[config.mk]
export PLATFORM = sky130hd
export DESIGN_NAME = ofdm_frame_sequencer
export DESIGN_NICKNAME = d
export VERILOG_FILES = /design/src/rtl/ofdm_frame_sequencer.sv
export SDC_FILE = /design/constraint.sdc
export NUM_CORES = 1
export LEC_CHECK = 0
export ABC_AREA = 1
export BUFFER_PORTS_ARGS = -buffer_cell sky130_fd_sc_hd__buf_4
export CAP_MARGIN = 20
export CORE_MARGIN = 2
export CORE_UTILIZATION = 59
export DETAILED_ROUTE_END_ITERATION = 8
export HOLD_SLACK_MARGIN = 0.03
export PLACE_DENSITY_LB_ADDON = 0.12
export SLEW_MARGIN = 20
export SYNTH_ARGS = -nofsm -noshare
export SYNTH_HDL_FRONTEND = slang
export SYNTH_SLANG_ARGS = --single-unit
[constraint.sdc]
create_clock -name clock -period 3.3 [get_ports clock]
set_input_delay 0.33 -clock clock [delete_from_list [all_inputs] [get_ports clock]]
set_output_delay 0.33 -clock clock [all_outputs]
set_load 0.01 [all_outputs]
[src/rtl/ofdm_frame_sequencer.sv]
// Frame sequencer for the OFDM transmit path: preamble symbols from ROM, then data symbols
// from the IFFT buffer, each emitted as cyclic prefix followed by body, with downstream backpressure.
module ofdm_frame_sequencer #(
  parameter int NFFT   = 64,
  parameter int NCP    = 16,
  parameter int N_PRE  = 2,
  parameter int N_DATA = 8,
  parameter int ADDR_W = 6
) (
  input  logic              clock,
  input  logic              reset,
  input  logic              enable,
  input  logic              start,
  input  logic              ready_in,
  input  logic              sym_ready,
  output logic [ADDR_W-1:0] rd_addr,
  output logic              rd_en,
  output logic              sel_preamble,
  output logic              sym_done,
  output logic              valid_OFDM,
  output logic              sop,
  output logic              eof,
  output logic              busy
);

  localparam int                N_SYM    = N_PRE + N_DATA;
  localparam logic [ADDR_W-1:0] CP_START = ADDR_W'(NFFT - NCP);
  localparam logic [ADDR_W-1:0] LAST_ADDR = ADDR_W'(NFFT - 1);

  typedef enum logic [1:0] {IDLE, LOAD, CP, BODY} state_t;

  state_t     state;
  logic [8:0] sym_idx;

  logic in_sym;
  logic is_pre;
  logic last_sym;
  logic adv;
  logic first_cp;
  logic last_body;

  assign in_sym    = (state == CP) || (state == BODY);
  assign is_pre    = sym_idx < 9'(N_PRE);
  assign last_sym  = sym_idx == 9'(N_SYM - 1);
  assign adv       = enable & ready_in & in_sym;
  assign first_cp  = adv & (state == CP) & (rd_addr == CP_START);
  assign last_body = adv & (state == BODY) & (rd_addr == LAST_ADDR);

  assign rd_en        = adv;
  assign sel_preamble = in_sym & is_pre;
  assign sym_done     = last_body & ~is_pre;
  assign busy         = state != IDLE;

  // Output pipeline shares the enable gate with the FSM so a frozen cycle leaves no trace downstream.
  always_ff @(posedge clock or posedge reset) begin
    if (reset) begin
      state      <= IDLE;
      sym_idx    <= '0;
      rd_addr    <= '0;
      valid_OFDM <= 1'b0;
      sop        <= 1'b0;
      eof        <= 1'b0;
    end else if (enable) begin
      valid_OFDM <= adv;
      sop        <= first_cp;
      eof        <= last_body & last_sym;
      case (state)
        IDLE: begin
          if (start) begin
            state   <= LOAD;
            sym_idx <= '0;
          end
        end
        LOAD: begin
          // Preamble comes from ROM and never waits; data symbols wait for a filled buffer.
          if (is_pre || sym_ready) begin
            state   <= CP;
            rd_addr <= CP_START;
          end
        end
        CP: begin
          if (ready_in) begin
            rd_addr <= rd_addr + ADDR_W'(1);
            if (rd_addr == LAST_ADDR) state <= BODY;
          end
        end
        BODY: begin
          if (ready_in) begin
            rd_addr <= rd_addr + ADDR_W'(1);
            if (rd_addr == LAST_ADDR) begin
              sym_idx <= sym_idx + 9'd1;
              state   <= last_sym ? IDLE : LOAD;
            end
          end
        end
        default: state <= IDLE;
      endcase
    end
  end

endmodule
==> run_results.csv <==
group,metric,value,unit
cells_and_area,nFillCells,220,
global_routing,grt_overflow,0,
power_and_ir_drop,power_density,667,nW/µm²
critical_path,critPathBufInv,1,
route,vias,1283,
critical_path,critPathRequiredTime,2.97,ns
critical_path,cp-start-kind,"flip-flop",
sta,slew_headroom,48.0,%
synthesis,synth_top_cell_by_area,"dfrtp_1",
global_routing,grt_pass1_wl,5310,µm
cts,clk_pin_slew,0.12,ns
cts,hold_buffers,0,
critical_path,crit_chain,"ha_1 > nand3_2 > nor3_4 > nand3_1 > nor2_1 > buf_4",
sta,slew_viol_final,0,
synthesis,syn_nets,212,
floorplan,start_util,61.5,%
floorplan,core,2430,µm²
synthesis,synth_cell_type_count,27,
cts,ctsResizeCount,0,
cells_and_area,areaGrowthSynthToFinish,11.5,%
sta,grt_setup_unrepaired,"false",
sta,period_minus_slack,2.08,ns
sta,min_period_over_period,63.1,%
synthesis,ys_top_cells_by_area,"dfrtp_1 33%, nand2_1 13%, ha_1 7.5%",
synthesis,ys.flop_type,"dfrtp_1",
route,top_layer_used,"met4",
cts,clock-root-buffer,"clkbuf_4",
critical_path,path_class,"flip-flop to primary output",
sta,setup_viol,0,
cells_and_area,final_cell_area,1670,µm²
run_status,status,"finished clean",
global_routing,grt_max_degree,21,
route,wl_met3,96,µm
job,cap_viol_max_count,0,
cts,cts-htree-levels,1,
route,wl_met2,1640,µm
placed_design,finalWeightedCongestion,0.892,
power_and_ir_drop,leakagePower,0.856,nW
global_routing,grt_pass1_vias,1238,
critical_path,r2r_slack,1.40,ns
placed_design,placed_area,1620,µm²
floorplan,die_h,54.3,µm
critical_path,arrival,1.75,ns
cts,cts.path.max_buffers,2,
route,dr.first_iter.drc_count,19,
global_routing,track_usage,25.0,%
route,wl_per_cell,12.8,µm
critical_path,crit_slowest_cell,"dfrtp_1",
synthesis,ys_seq_elements,20,
sta,max_freq,480,MHz
critical_path,crit_fanout,6,
placed_design,portBuffers,18,
route,avgViaCountPerCell,5.26,
synthesis,synth.top_cell.area_share,33.5,%
synthesis,synthTopCellsByCount,"52 x nand2_1, 25 x inv_1, 20 x dfrtp_1",
floorplan,ios,19,
cells_and_area,final_nets,230,
synthesis,synth_cells,197,
sta,final.setup_skew,0.00101,ns
synthesis,yosysWarnings,0,
critical_path,critPathCaptureType,"primary output",
power_and_ir_drop,peakVddDrop,0.508,mV
floorplan,placementRows,18,
cts,insertion_delay,0.31,ns
critical_path,rr_worst_depth,9,
worst_hold_path,min_path_type,"primary input to async pin",
cells_and_area,n_antenna_cell,0,
route,wl_met1,1330,µm
synthesis,synth_most_common_cell,"nand2_1",
floorplan,dieArea,2950,µm²
floorplan,fp.dieW,54.3,µm
global_routing,antenna_found_initial,0,
route,drtPass1Iterations,5,
critical_path,crit_family,"simple AND/OR/NAND/NOR gates",
sta,final.setup.tns,0,ns
cts,cts_tree,"done",
placed_design,dpl.hpwl,2360,µm
critical_path,reg2reg_from,"state[0]",
route,drc,0,
cts,clock-sinks,20,
sta,fin_ws,1.22,ns
critical_path,cp_slowest_stage_delay,0.48,ns
synthesis,synth-async-reset-ratio,100,%
synthesis,synth_edf_count,0,
power_and_ir_drop,total_power,1.11,mW
cts,cts_buffers,3,
synthesis,syn_area_per_cell,7.59,µm²
placed_design,place_worst_setup_slack,1.45,ns
critical_path,timing.rr.end,"state[0]",
cells_and_area,drive_gt1_share,23.8,%
route,ant_nets,0,
sta,worst_pin_slew,0.779,ns
sta,hold_violations,0,
cts,post_cts_buffers,0,
synthesis,seq_area_frac_synth,33.5,%
synthesis,netlist_area,1500,µm²
route,drt-total-wl,3120,µm
-- stage by stage --
stage               utilization, %  instances  hold WS [ns]
finish                        68.6        244         0.145
global route                  68.6        244         0.215
CTS                           68.6        244         0.167
detailed placement            66.4        240         0.477
global placement              66.4        240         0.477
floorplan                        -        197         0.294
-- flip-flops by register name (all words and copies together) (netlist names) --
signal	flops
sym_idx	9
rd_addr	6
state	2
eof	1
sop	1
valid_OFDM	1
-- cells in the final DEF, fill, tap and decap left out --
| cell type | count |
|---|---|
| nand2_1 | 52 |
| inv_1 | 25 |
| dfrtp_1 | 20 |
| nand3_1 | 19 |
| nor2_1 | 19 |
| buf_4 | 18 |
| o21ai_2 | 9 |
| ha_1 | 9 |
| nand2_2 | 7 |
| o21ai_0 | 6 |
| xor2_1 | 3 |
| clkbuf_4 | 3 |
| nand4_1 | 2 |
| inv_2 | 2 |
| nor2_4 | 2 |
| nand3_2 | 2 |
| nor3_4 | 2 |
| nor3_1 | 2 |
| nor3b_1 | 2 |
| o21ai_1 | 2 |
| nor2_2 | 1 |
| o21ai_4 | 1 |
| a21oi_2 | 1 |
| nand2_4 | 1 |
| o21bai_1 | 1 |
| o41ai_1 | 1 |
| or2_2 | 1 |
| bufinv_16 | 1 |
-- layout make-up --
type / instances / area [µm²] / share of cell area, %
Multi-Input combinational cell: 145 / 841 / 50.4
Sequential cell: 20 / 500 / 30.0
Timing Repair Buffer: 18 / 135 / 8.10
Inverter: 27 / 101 / 6.08
Tap cell: 30 / 37.5 / 2.25
Clock inverter: 1 / 30.0 / 1.80
Clock buffer: 3 / 22.5 / 1.35
-- logic make-up (layout without fill, tap and decap cells) --
logic type | after synthesis | after routing | share of synthesized area [%]
adder cells (fa/ha/maj) | 9 | 9 | 7.53
AO/OA/AOI/OAI | 21 | 21 | 10.7
buffers and inverters | 32 | 49 | 10.3
AND/OR/NAND/NOR | 112 | 112 | 36.2
XOR/XNOR | 3 | 3 | 1.76
flip-flops | 20 | 20 | 33.5
-- where the power goes --
group / switching (mW) / internal, mW
Sequential: 0.0742 / 0.296
Combinational: 0.332 / 0.203
Clock: 0.0838 / 0.123
-- worst max-delay path by stage --
stage                     from      endpoint  cells after the start
floorplan           rd_addr[1]      sym_done                      5
global placement      state[0]      state[0]                      9
detailed placement    state[0]      state[0]                      9
CTS                 rd_addr[1]      sym_done                      6
global route          state[0]  sel_preamble                      4
finish              rd_addr[1]      sym_done                      6
-- metal layers --
metal	global-route usage, %	vias up
met5	0	-
met4	9.58	0
met3	4.10	5
met2	45.6	26
met1	29.0	593
li1	-	659
-- worst reg2reg max path, cell delays in order (launching register included) --
cell and delay [ns]:
dfrtp_1 0.45, ha_1 0.38, nor2_2 0.30, inv_2 0.11, nand2_1 0.08, nand2_1 0.05, nor2_1 0.21, nand3_1 0.11
nand2_1 0.08, nand2_1 0.05
(Power assumes the default switching activity.)
